==> src/rtl/alu_issue.sv <==
// Operand-fetch/writeback stage for the SM83 ALU; owns A,F,B,C,D,E,H,L. Optional trace: ALU_ISSUE_TRACE_EN.
// Latency: register op 1 cycle after accept, ADD HL,rr 2 cycles, (HL) ops add memory wait cycles.
// Backpressure: uop_ready is high only in IDLE; mem_req is held until mem_ack.
module alu_issue #(
    parameter logic [15:0] RESET_AF = 16'h01B0,
    parameter logic [15:0] RESET_BC = 16'h0013,
    parameter logic [15:0] RESET_DE = 16'h00D8,
    parameter logic [15:0] RESET_HL = 16'h014D
) (
    input  logic        clk,
    input  logic        rst,
    input  logic        uop_valid,
    output logic        uop_ready,
    input  logic [3:0]  uop_op,
    input  logic [2:0]  uop_src,
    input  logic        uop_imm_en,
    input  logic [7:0]  uop_imm,
    input  logic        uop_wide,
    output logic [3:0]  alu_op,
    output logic [7:0]  alu_lhs,
    output logic [7:0]  alu_rhs,
    output logic [3:0]  alu_flags,
    input  logic [7:0]  alu_r,
    input  logic [3:0]  alu_fout,
    output logic        mem_req,
    output logic        mem_we,
    output logic [15:0] mem_addr,
    output logic [7:0]  mem_wdata,
    input  logic [7:0]  mem_rdata,
    input  logic        mem_ack,
    output logic [15:0] dbg_af,
    output logic [15:0] dbg_bc,
    output logic [15:0] dbg_de,
    output logic [15:0] dbg_hl
);

    typedef enum logic [2:0] {
        S_IDLE,
        S_MEM_RD,
        S_EXEC,
        S_EXEC_HI,
        S_MEM_WR
    } state_t;

    state_t      state;
    logic [7:0]  a, f, b, c, d, e, h, l;
    logic [3:0]  op_q;
    logic [2:0]  src_q;
    logic        imm_en_q;
    logic [7:0]  imm_q;
    logic        wide_q;
    logic [7:0]  mdata_q;
    logic        carry_q;

    logic [7:0]  src_val;
    logic [7:0]  rr_lo;
    logic [7:0]  rr_hi;

    always_comb begin
        src_val = 8'h00;
        case (src_q)
            3'd0: src_val = b;
            3'd1: src_val = c;
            3'd2: src_val = d;
            3'd3: src_val = e;
            3'd4: src_val = h;
            3'd5: src_val = l;
            3'd6: src_val = mdata_q;
            default: src_val = a;
        endcase
    end

    always_comb begin
        rr_lo = l;
        rr_hi = h;
        case (src_q[2:1])
            2'd0: begin rr_lo = c; rr_hi = b; end
            2'd1: begin rr_lo = e; rr_hi = d; end
            default: begin rr_lo = l; rr_hi = h; end
        endcase
    end

    // ALU drive is a pure decode of the registered state and latched micro-op.
    always_comb begin
        alu_op    = 4'd0;
        alu_lhs   = 8'h00;
        alu_rhs   = 8'h00;
        alu_flags = f[7:4];
        if (state == S_EXEC) begin
            if (wide_q) begin
                alu_lhs = l;
                alu_rhs = rr_lo;
            end else begin
                alu_op  = op_q;
                alu_lhs = op_q[3] ? 8'h00 : a;
                alu_rhs = imm_en_q ? imm_q : src_val;
            end
        end else if (state == S_EXEC_HI) begin
            alu_op    = 4'd1;
            alu_lhs   = h;
            alu_rhs   = rr_hi;
            alu_flags = {f[7:5], carry_q};
        end
    end

    assign mem_addr = {h, l};
    assign dbg_af   = {a, f};
    assign dbg_bc   = {b, c};
    assign dbg_de   = {d, e};
    assign dbg_hl   = {h, l};

    always_ff @(posedge clk) begin
        if (rst) begin
            state     <= S_IDLE;
            uop_ready <= 1'b1;
            mem_req   <= 1'b0;
            mem_we    <= 1'b0;
            mem_wdata <= 8'h00;
            a         <= RESET_AF[15:8];
            f         <= {RESET_AF[7:4], 4'h0};
            b         <= RESET_BC[15:8];
            c         <= RESET_BC[7:0];
            d         <= RESET_DE[15:8];
            e         <= RESET_DE[7:0];
            h         <= RESET_HL[15:8];
            l         <= RESET_HL[7:0];
            op_q      <= 4'd0;
            src_q     <= 3'd0;
            imm_en_q  <= 1'b0;
            imm_q     <= 8'h00;
            wide_q    <= 1'b0;
            mdata_q   <= 8'h00;
            carry_q   <= 1'b0;
        end else begin
            case (state)
                S_IDLE: begin
                    if (uop_valid) begin
                        op_q      <= uop_op;
                        src_q     <= uop_src;
                        // Rotates/shifts always act on the src location, never an immediate.
                        imm_en_q  <= uop_imm_en & ~uop_op[3];
                        imm_q     <= uop_imm;
                        wide_q    <= uop_wide;
                        uop_ready <= 1'b0;
                        if (uop_src == 3'd6 && !(uop_imm_en && !uop_op[3]) && !uop_wide) begin
                            state   <= S_MEM_RD;
                            mem_req <= 1'b1;
                            mem_we  <= 1'b0;
                        end else begin
                            state <= S_EXEC;
                        end
                    end
                end
                S_MEM_RD: begin
                    if (mem_ack) begin
                        mdata_q <= mem_rdata;
                        mem_req <= 1'b0;
                        state   <= S_EXEC;
                    end
                end
                S_EXEC: begin
                    if (wide_q) begin
                        l       <= alu_r;
                        carry_q <= alu_fout[0];
                        state   <= S_EXEC_HI;
                    end else begin
                        f <= {alu_fout, 4'h0};
                        if (op_q[3] && src_q == 3'd6) begin
                            mem_wdata <= alu_r;
                            mem_req   <= 1'b1;
                            mem_we    <= 1'b1;
                            state     <= S_MEM_WR;
                        end else begin
                            if (op_q[3]) begin
                                case (src_q)
                                    3'd0: b <= alu_r;
                                    3'd1: c <= alu_r;
                                    3'd2: d <= alu_r;
                                    3'd3: e <= alu_r;
                                    3'd4: h <= alu_r;
                                    3'd5: l <= alu_r;
                                    3'd7: a <= alu_r;
                                    default: ;
                                endcase
                            end else if (op_q != 4'd7) begin
                                a <= alu_r;
                            end
                            state     <= S_IDLE;
                            uop_ready <= 1'b1;
                        end
                    end
                end
                S_EXEC_HI: begin
                    h         <= alu_r;
                    f         <= {f[7], 1'b0, alu_fout[1:0], 4'h0};
                    state     <= S_IDLE;
                    uop_ready <= 1'b1;
                end
                S_MEM_WR: begin
                    if (mem_ack) begin
                        mem_req   <= 1'b0;
                        mem_we    <= 1'b0;
                        state     <= S_IDLE;
                        uop_ready <= 1'b1;
                    end
                end
                default: begin
                    state     <= S_IDLE;
                    uop_ready <= 1'b1;
                    mem_req   <= 1'b0;
                    mem_we    <= 1'b0;
                end
            endcase
        end
    end

`ifdef ALU_ISSUE_TRACE_EN
    always @(posedge clk) begin
        if (!rst) begin
            if ((state == S_EXEC && !(op_q[3] && src_q == 3'd6 && !wide_q)) || state == S_EXEC_HI)
                $display("ALU op=%h src=%h r=%h f=%h", alu_op, src_q, alu_r, alu_fout);
            else if (state == S_MEM_WR && mem_ack)
                $display("ALU op=%h src=%h r=%h f=%h", op_q, src_q, mem_wdata, f[7:4]);
        end
    end
`else
    // Untraced build: writebacks are silent.
`endif

endmodule
==> config.mk <==
export PLATFORM = sky130hd
export DESIGN_NAME = alu_issue
export DESIGN_NICKNAME = d
export VERILOG_FILES = /design/src/rtl/alu_issue.sv
export SDC_FILE = /design/constraint.sdc
export NUM_CORES = 1
export LEC_CHECK = 0
export CAP_MARGIN = 40
export CORE_UTILIZATION = 48
export CTS_CLUSTER_DIAMETER = 200
export CTS_CLUSTER_SIZE = 28
export DETAILED_ROUTE_END_ITERATION = 8
export DONT_BUFFER_PORTS = 1
export SYNTH_ARGS = -nofsm -noshare
export SYNTH_HDL_FRONTEND = slang
export SYNTH_SLANG_ARGS = --single-unit
==> constraint.sdc <==
create_clock -name clk -period 4.6 [get_ports clk]
set_input_delay 0.92 -clock clk [delete_from_list [all_inputs] [get_ports clk]]
set_output_delay 0.92 -clock clk [all_outputs]
set_load 0.01 [all_outputs]
==> summary by stage <==
Status
The run finished with clean final reports.

Routing
For this run, design rule violations remaining after detail routing come to 0. The routed via count divided by cell count is 6.188. The first-iteration detailed-routing DRC count is 457.

The number of routed nets with antenna violations is 0. The total number of vias is 4387. The first TritonRoute pass finished after 5 iterations. The wire length per cell is 21.86 um. The wire length after detailed routing is 15500 um.

Synthesis
By area the synthesized netlist is led by dfxtp_1 (37%), mux2i_1 (15%), nor2_1 (5.5%). The area of the mapped netlist is 5346 um2. The post-synthesis area per instance is 8.582 um2. The count of state elements after synthesis is 100. The share of the synthesized area in the top cell type is 0.3744.

The share of synthesized area occupied by flip-flops and latches is 0.3744. The most area-hungry cell type in the Yosys netlist is dfxtp_1. In this run, synthesis inferred 0 flip-flops with an integrated enable. The proportion of register bits with asynchronous set or reset after synthesis is 0. The number of different library cells used by synthesis comes to 56. The total of warnings raised by yosys is 0. The most frequently used flop master after synthesis is dfxtp_1.

The synthesized instance count is 623.

GRT
The number of global-route vias before repair is 4130. The first-pass GRT wire length is 23820 um. The global-route total usage across every layer is 0.2747.

The number of antenna violations at the first check in global routing is 0. The pin count of the biggest net entering global routing is 101. Summed over all layers, the global routing overflow is 0.

Floorplanning
After floorplanning, the core was sized to cover 10840 um2. The floorplan row count is 38. The overall die height is 107.5 um. The initial standard-cell utilization of the core is 0.4932. The floorplan step set the die width to 107.5 um.

The I/O pin count is 156. The floorplan step defined a die boundary enclosing 11560 um2.

STA
Setup violations remaining at the end of the flow were counted as 0. After routing, the total negative slack on setup checks comes to 0 ns. Setup repair after global routing left no endpoint under its margin. The final period demand of the worst path is 3.954 ns.

The hold violation total from the final report came to 0. Measured against its own limit, the worst slew margin works out to 0.3104. The slew at the pin closest to its max-slew limit is 1.027 ns. In the finished design, the share of the clock period the worst path needs comes to 0.8596.

The maximum clock frequency is 252.9 MHz. The worst-case clock skew is 0.01532 ns. The max-slew violation count is 0.

Cells and area
The filler cell count in the final layout is 1035. For this run, the post-layout net count is 605. The area growth from synthesis to layout is 0.4914%. Leaving out fill and tap cells, the most frequent cell in the layout is dfxtp_1. The ratio of cells with drive above 1 in the final layout is 0.07909. In the layout the commonest cells are dfxtp_1 (98), mux2i_1 (79), nor2_1 (78).

The antenna diode count is 0.

Worst setup path
The data arrival time at the worst-slack endpoint is 3.03 ns. The delay of the slowest cell on the worst path is 0.81 ns. The biggest fanout along the worst timing path is 17. The critical path's slowest cell is nor3_1. The worst setup path is launched from a flip-flop. The sort of element at the end of the critical path is a primary output. The critical path is of the flip-flop to primary output type. The count of buffer and inverter cells on the critical path is 0. At the worst endpoint, the required time is 3.68 ns. Walking the worst path, the cells encountered are or3b_2, nor3_1, o21ai_0, o211ai_1.

On the critical path the largest part of the delay comes from simple AND/OR/NAND/NOR gates. The flop-to-flop setup slack is 1.69 ns.

Place
Port buffering added 0 buffers. Summed over all nets, the half-perimeter wirelength after detailed placement is 10700 um. At the end of routability-driven placement, the weighted congestion stood at 0.7897.

Clocking
TritonCTS built the clock tree. The number of buffers added by the clock tree synthesis step is 9. The clock tree root buffer cell is clkbuf_8. Clock latency on the worst-skew pair, taken at its later pin, is 0.39 ns. The post-CTS repair timing setup buffer count is 0. The number of H-tree levels is 3. The total of hold buffers inserted after clock tree synthesis is 0.

After clock tree synthesis, the repair step resized 0 gates. The clock net in this run drives a total of 100 sinks. The maximum number of buffers from clock root to sink is 2.

The clock transition at the registers of the reported paths is 0.10 ns.

Power
In this run the power density over the cells is 314.3 nW/um2. Summed over all cells, the static leakage comes to 1.993 nW. Power comes to 1.688 mW. IR analysis of the VDD net gives a maximum drop of 196.3 uV.

Flow run
Across the run, the number of max-cap violations was 0.

Min path
The worst hold path class is flip-flop to flip-flop.
==> where the power goes <==
part	internal [mW]	switching [mW]
Sequential	0.893	0.0588
Clock	0.204	0.335
Combinational	0.0794	0.118
==> cells by family (layout without fill, tap and decap cells) <==
kind of cell	after synthesis	after routing	synth area share
other	1	4	0.0007014
buffers and inverters	94	37	0.08846
AO/OA/AOI/OAI	131	131	0.1753
flip-flops	100	100	0.3744
multiplexers	90	90	0.1732
AND/OR/NAND/NOR	207	207	0.1879
==> flip-flops by register name, indices dropped and copies added, names as in the netlist, 3 cells and up <==
| name | count |
|---|---|
| d | 8 |
| f | 4 |
| a | 8 |
| state | 3 |
| imm_q | 8 |
| src_q | 3 |
| mem_wdata | 8 |
| c | 8 |
| e | 8 |
| l | 8 |
| mdata_q | 8 |
| h | 8 |
| b | 8 |
| op_q | 4 |
==> final timing paths <==
check / depth (start not counted) / startpoint / end
worst max-delay path: 4 / state[1] / alu_rhs[6]
worst min-delay path: 2 / imm_q[0] / imm_q[0]
worst max register to register: 4 / src_q[0] / a[0]
worst min register to register: 2 / imm_q[0] / imm_q[0]
==> tightest hold or removal path: stages, from the launching register on <==
cell and delay [ns]:
dfxtp_1 0.32, nand2_1 0.05, a21oi_1 0.05
==> layout make-up <==
type                            count  area (um2)  share of cell area
Sequential cell                   100        2004              0.3731
Multi-Input combinational cell    432        2898              0.5394
Clock buffer                        9       123.9             0.02306
Clock inverter                      7       58.81             0.01095
Inverter                           15       56.30             0.01048
Timing Repair Buffer                6       56.30             0.01048
Tap cell                          140       175.2             0.03260
==> synth_stat cells (2+ instances only) <==
library cell  number
nor2_1            78
o311ai_0           3
a21o_1             2
o32a_1             2
mux2i_1           79
nand2_1           64
inv_1             15
nor2b_1           12
a2111oi_0          2
nand3_1           12
buf_6              3
o21ai_0           32
a222oi_1           5
o211ai_1           7
a211oi_1           3
a221o_1            6
buf_2              6
a21oi_1           22
nand3b_1           6
mux2_2            10
a22oi_1           14
and3_1             4
a211o_1           17
buf_1              5
clkbuf_1          41
o21a_1             5
and2_1             5
nor3_1             6
a2bb2oi_1          4
nand4b_1           3
buf_4             24
dfxtp_1          100
nand2b_1           3
==> layer usage <==
layer | GRT usage | vias up | share of wire
met5 | 0 | - | 0
met4 | 0.1155 | 0 | 0.033
met3 | 0.07385 | 31 | 0.085
met2 | 0.4281 | 217 | 0.46
met1 | 0.3559 | 2084 | 0.42
li1 | - | 2055 | -
==> per-stage QoR <==
step / worst slack (ns) / area (um2) / cells / util / hold WS [ns]
2_1_floorplan: 1.914 / 5358 / 626 / - / 0.4321
3_3_place_gp: 1.235 / 5156 / 690 / 0.4756 / 0.4402
3_5_place_dp: 1.164 / 5190 / 693 / 0.4788 / 0.4452
4_1_cts: 0.7355 / 5373 / 709 / 0.4956 / 0.4633
5_1_grt: 0.4756 / 5373 / 709 / 0.4956 / 0.4882
6_report: 0.6459 / 5373 / 709 / 0.4956 / 0.4691
No activity file was read; power rests on OpenSTA's default activity.
